**src/rtl/alu_top.sv**
```systemverilog
// Registered signed ALU: arithmetic, logic and shifter units plus a signed comparator.
// Latency 1 cycle; there is no handshake and every rising edge loads a new result.
module alu_top #(
  parameter int N = 8
) (
  input  logic         clk,
  input  logic         rst,
  input  logic [N-1:0] A,
  input  logic [N-1:0] B,
  input  logic [3:0]   s,
  output logic [N-1:0] F,
  output logic         carryOut,
  output logic         Overflow,
  output logic         Zero,
  output logic         G,
  output logic         E,
  output logic         L
);

  logic [N-1:0] b_op;
  logic         c_in;
  logic [N:0]   sum;
  logic [N-1:0] f_nxt;
  logic         c_nxt;
  logic         v_nxt;

  // Every arithmetic function is one N+1-bit add of A, a chosen second operand and a carry-in.
  always_comb begin
    b_op = B;
    c_in = 1'b0;
    case (s[3:2])
      2'b00: begin b_op = B;          c_in = 1'b0; end
      2'b01: begin b_op = ~B;         c_in = 1'b1; end
      2'b10: begin b_op = '0;         c_in = 1'b1; end
      default: begin b_op = '1;       c_in = 1'b0; end
    endcase
    sum = {1'b0, A} + {1'b0, b_op} + {{N{1'b0}}, c_in};
  end

  always_comb begin
    f_nxt = sum[N-1:0];
    c_nxt = 1'b0;
    v_nxt = 1'b0;
    case (s[1:0])
      2'b01: begin
        case (s[3:2])
          2'b00:   f_nxt = A & B;
          2'b01:   f_nxt = A | B;
          2'b10:   f_nxt = A ^ B;
          default: f_nxt = ~A;
        endcase
      end
      2'b11: begin
        case (s[3:2])
          2'b00: begin f_nxt = {A[N-2:0], 1'b0};   c_nxt = A[N-1]; end
          2'b01: begin f_nxt = {1'b0, A[N-1:1]};   c_nxt = A[0];   end
          2'b10: begin f_nxt = {A[N-1], A[N-1:1]}; c_nxt = A[0];   end
          default: begin f_nxt = {A[N-2:0], A[N-1]}; c_nxt = A[N-1]; end
        endcase
      end
      default: begin
        // 00 and 10 are the same arithmetic unit.
        f_nxt = sum[N-1:0];
        c_nxt = sum[N];
        v_nxt = (A[N-1] == b_op[N-1]) && (sum[N-1] != A[N-1]);
      end
    endcase
  end

  always_ff @(posedge clk) begin
    if (rst) begin
      F        <= '0;
      carryOut <= 1'b0;
      Overflow <= 1'b0;
      Zero     <= 1'b0;
      G        <= 1'b0;
      E        <= 1'b0;
      L        <= 1'b0;
    end else begin
      F        <= f_nxt;
      carryOut <= c_nxt;
      Overflow <= v_nxt;
      Zero     <= (f_nxt == '0);
      G        <= ($signed(A) > $signed(B));
      E        <= (A == B);
      L        <= ($signed(A) < $signed(B));
    end
  end

endmodule

```
**config.mk**
```make
export PLATFORM = sky130hd
export DESIGN_NAME = alu_top
export DESIGN_NICKNAME = d
export VERILOG_FILES = /design/src/rtl/alu_top.sv
export SDC_FILE = /design/constraint.sdc
export NUM_CORES = 1
export LEC_CHECK = 0
export ABC_CLOCK_PERIOD_IN_PS = 3100
export BUFFER_PORTS_ARGS = -buffer_cell sky130_fd_sc_hd__buf_4
export CORE_ASPECT_RATIO = 1.4
export CORE_MARGIN = 5
export CORE_UTILIZATION = 30
export DETAILED_ROUTE_END_ITERATION = 12
export GPL_TIMING_DRIVEN = 1
export PLACE_DENSITY = 0.54
export SETUP_SLACK_MARGIN = 0.3
export SYNTH_ARGS = -nofsm -noshare
export SYNTH_HDL_FRONTEND = slang
export SYNTH_SLANG_ARGS = --single-unit
```
**constraint.sdc**
```tcl
create_clock -name clk -period 3.1 [get_ports clk]
set_input_delay 0.31 -clock clk [delete_from_list [all_inputs] [get_ports clk]]
set_output_delay 0.31 -clock clk [all_outputs]
set_load 0.005 [all_outputs]
```
# Yosys cells after proc, flatten, opt, wreduce, memory -nomap -nowiden
# Cells that the tools add are included.
[word_totals]
regBits = 14
latch_bits = 0
mem_bits_rw = 0
romBits = 0
input_bits = 22
output_inout_bits = 14
elab_cells = 35
mem_count = 0
[classes]
n_addsub = 2
multipliers = 0
div = 0
n_lt_le_gt_ge = 2
eq_ne = 7
shifts = 0
mux = 7
bitwise = 5
n_reduce_logical = 5
[ops]
columns = ["cell", "n"]
rows = [
  ["$pmux 8 s3", 3],
  ["$not 8->8", 2],
  ["$pmux 8 s2", 1],
  ["$add 8x8->9", 1],
  ["$add 9x1->9", 1],
  ["$and 8x8->8", 1],
  ["$eq 8x8->1", 1],
  ["$gt 8x8->1", 1],
  ["$logic_not 8->1", 1],
  ["$lt 8x8->1", 1],
  ["$or 8x8->8", 1],
  ["$xor 8x8->8", 1],
  ["$eq 2x1->1 const B", 2],
  ["$eq 2x2->1 const B", 2],
  ["$reduce_or 3->1", 1],
  ["$logic_not 2->1", 1],
  ["$mux 1", 2],
  ["$pmux 1 s2", 1],
  ["$reduce_or 2->1", 1],
  ["$eq 1x1->1", 1],
  ["$logic_and 1x1->1", 1],
  ["$ne 1x1->1", 1],
]

# Depth between registers and ports, before layout
[logic_depth]
ltp_word = 6
mapped_depth = 14
ltp_nobuf = 13

# Worst setup path before layout
# OpenSTA, ideal clock, no wires.
[synth_timing]
kind = "input -> register"
startpoint = "input port s[2]"
endpoint = "register Zero"
setup_ns = 0.088
arrival_ns = 2.686
t_required_ns = 3.012
path_slack_ns = 0.327
path_stages = 12
n_path_buf = 2
cell_sequence = "inv_1 -> ha_1 -> buf_6 -> clkbuf_1 -> a211o_1 -> fa_1 -> nand3_1 -> a31oi_1 -> o41a_1 -> xor2_1 -> mux2_2 -> nor4_2"
[synth_between]
elab_chain_cells = 6
word_cells_on_any_way = 12
classes_between = "2 x add/sub; 2 x eq/ne; 5 x mux; 3 x reduce/logical"
[synth_rtl]
columns = ["element", "line_no", "source"]
rows = [
  ["from (decl)", "10", "input logic [3:0] s,"],
  ["$eq 2x2->1 (tied with other cells)", "31, 46, 54", ""],
  ["$pmux 8 s3 / $reduce_or 2->1 (equally long branches)", "-", ""],
  ["$add 8x8->9 / $mux 1 (equally long branches)", "37, 31", ""],
  ["$add 9x1->9", "37", "sum = {1'b0, A} + {1'b0, b_op} + {{N{1'b0}}, c_in};"],
  ["$pmux 8 s2 *", "44", "case (s[1:0])"],
  ["$logic_not 8->1 *", "83", "Zero <= (f_nxt == '0);"],
  ["to (signal assigned)", "83", ""],
  ["to (decl)", "14", "output logic Zero,"],
]
# Every way passes the cells marked *; elsewhere a longest branch is shown, timed or not.
# A chain may end at the register's enable or synchronous reset.

# Final worst setup path
# Same ends and word-level chain as after synthesis.

==> flow_summary_export.csv <==
group,metric,value,unit
yosys,syn-num-nets,284,
clocking,cts.path.max_buffers,2,
timing,slew_viol_final,0,
yosys,syn_area_per_cell,8.110,um^2
timing,slew_headroom,0.6847,
finish,num-nets-final,321,
die,initial_core_util,0.3099,
drt,drt_iter0_markers,45,
clocking,cts_hold_buffers,0,
drt,dr_wl_met3,234,um
timing,post-route-min-period,2.628,ns
finish,n_fill_cell,628,
timing,setup_viol,0,
yosys,synth_area_leaders,"ha_1, dfxtp_1, nor2b_1, inv_1, a211o_1",
worst_setup_path,critical-path-top-delay-family,"compound AO/OA/AOI/OAI gates",
drt,dr.max_layer_used,"met4",
worst_setup_path,path_buf_inv,2,
worst_setup_path,crit_arrival,2.78,ns
drt,wirelength,4.891,mm
finish,postLayoutCoreUtil,0.3867,
finish,area_growth,24.79,%
yosys,yosysSeqAreaShare,0.1543,
drt,drc,0,
worst_setup_path,cp_slowest_stage_delay,0.43,ns
die,core_area,5863,um^2
worst_setup_path,crit_fanout,18,
yosys,synth_edf_count,0,
place,port_buffers,35,
drt,drtAntennaViolNets,0,
timing,fmax,380.6,MHz
place,postPlaceCellArea,2167,um^2
yosys,async_reset_ff_frac,0,
drt,vias,1671,
clocking,clk_pin_slew,0.05,ns
worst_setup_path,crit_chain,"buf_4 -> ha_1 -> buf_4 -> a211o_1 -> ha_1 -> o21ai_2 -> a31oi_2 -> o41a_1 -> xor2_1 -> mux2_2 -> nor4_2",
place,place_congestion,0.8944,
yosys,synth_top_area_frac,0.2479,
die,fp.dieW,75.77,um
die,die_y,102.1,um
clocking,post_cts_resized,0,
global_routing,antenna_found_initial,0,
clocking,cts_sinks,14,
clocking,cts_made_buffers,3,
yosys,yosysWarnings,0,
global_routing,grt_pass1_vias,1732,
die,die_area,7734,um^2
power,ir_drop,85.10,uV
clocking,htreeDepth,1,
power,p_leak,0.001091,uW
finish,n_antenna_cell,0,
worst_setup_path,end_kind,"register",
global_routing,overflow,0,
timing,rsz0062_at_grt,"false",
power,total_power,679.5,uW
die,io_pins,36,
timing,final-hold-violation-count,0,
worst_setup_path,critPathLaunchType,"input port",
global_routing,grt_max_degree,19,
yosys,ys_seq_elements,14,
timing,worst_pin_slew,0.4729,ns
drt,wl_met1,2.013,mm
global_routing,grt_pass1_wl,8.121,mm
run,max_cap_viol_count,0,
die,rows,33,
yosys,synth_area,1817,um^2
power,power.density,299.7,nW/um^2
timing,period_share,0.8476,
clocking,cts_root_buf,"clkbuf_8",
yosys,yosysUniqueCellTypes,48,
hold_path,hp-class,"in2reg",
worst_setup_path,crit_path_top_delay_cell,"o41a_1",
worst_setup_path,crit_required,3.25,ns
timing,fin_tns_setup,0,ns
drt,dr_wl_met2,2.532,mm
drt,firstDrtPassIters,4,
drt,viasPerCell,5.079,
drt,detail_route.wl_per_cell,14.87,um
yosys,postSynthCellCount,224,
status,status,"complete, no violations",
place,dpl.hpwl,4.089,mm
finish,drive_gt1_frac,0.2355,
global_routing,track_usage,0.1344,
finish,final_area,2267,um^2
yosys,synth_ff_type,"dfxtp_1",
clocking,postCtsSetupBuffers,0,
yosys,yosys.area.top_type,"ha_1",
worst_setup_path,criticalPathCategory,"in2reg",
clocking,cts_tree,"yes",
==> cell type report <==
type                            count  area [um^2]  share of cell area
Sequential cell                    14        280.3              0.1236
Multi-Input combinational cell    175         1453              0.6407
Timing Repair Buffer               41        307.8              0.1358
Tap cell                           70        87.58             0.03863
Inverter                           26        97.59             0.04305
Clock buffer                        3        41.29             0.01821
==> metal layers <==
metal | vias up | global-route usage
li1 | 859 | -
met1 | 764 | 0.1601
met2 | 38 | 0.2368
met3 | 10 | 0.01181
met4 | 0 | 0.06057
met5 | - | 0
==> worst paths after layout <==
path | startpoint | cells after the start | end | slack (ns)
setup / recovery | s[2] | 11 | Zero$_SDFF_PP0_ | 0.47
hold / removal | s[0] | 2 | Overflow$_SDFF_PP0_ | 0.34
==> power by group <==
group          switching (uW)  internal, uW  total [uW]
clock                    52.0          85.2         137
sequential               4.09           198         203
combinational             176           164         340
==> cell usage after synthesis (3+ instances only) <==
cell      instances
xnor2_1           3
o21ai_0           6
a21oi_1          13
nand2b_1          7
ha_1             36
nand2_1          16
dfxtp_1          14
nand3_1           3
a211o_1           8
nor2b_1          17
nor4_1            3
nor2_1           12
a221o_1           4
clkbuf_1          5
buf_2             3
a22oi_1           6
inv_1            26
==> flip-flops by register name, indices dropped and copies added (netlist names) <==
signal,flops
F,8
E,1
G,1
L,1
Overflow,1
Zero,1
carryOut,1
==> layout by cell type (no fill, tap or decap), types with 3 or more instances in the layout <==
master,count
nand2b_1,7
nor2_1,12
nand2_1,16
a21oi_1,12
a221o_1,4
ha_1,33
a211o_1,8
dfxtp_1,14
xnor2_1,3
buf_4,41
inv_1,25
o21ai_0,6
ha_4,3
nor4_1,3
nor2b_1,17
clkbuf_8,3
a22oi_1,6
==> per-stage QoR <==
stage	cells	setup slack, ns	hold slack (ns)
4_1_cts	329	0.4388	0.3399
5_1_grt	329	0.3467	0.3475
3_3_place_gp	326	0.2451	0.5931
6_report	329	0.4724	0.3430
3_5_place_dp	326	0.2007	0.5923
2_1_floorplan	224	0.3265	0.3816
==> cells by family (layout without fill, tap and decap cells) <==
logic type / after synthesis / in the layout / share of synthesized area
adder cells (fa/ha/maj): 38 / 38 / 0.2700
buffers and inverters: 35 / 70 / 0.07851
AND/OR/NAND/NOR: 69 / 69 / 0.2045
XOR/XNOR: 5 / 5 / 0.02411
flip-flops: 14 / 14 / 0.1543
AO/OA/AOI/OAI: 59 / 59 / 0.2452
multiplexers: 4 / 4 / 0.02342
(Power assumes the default switching activity.)
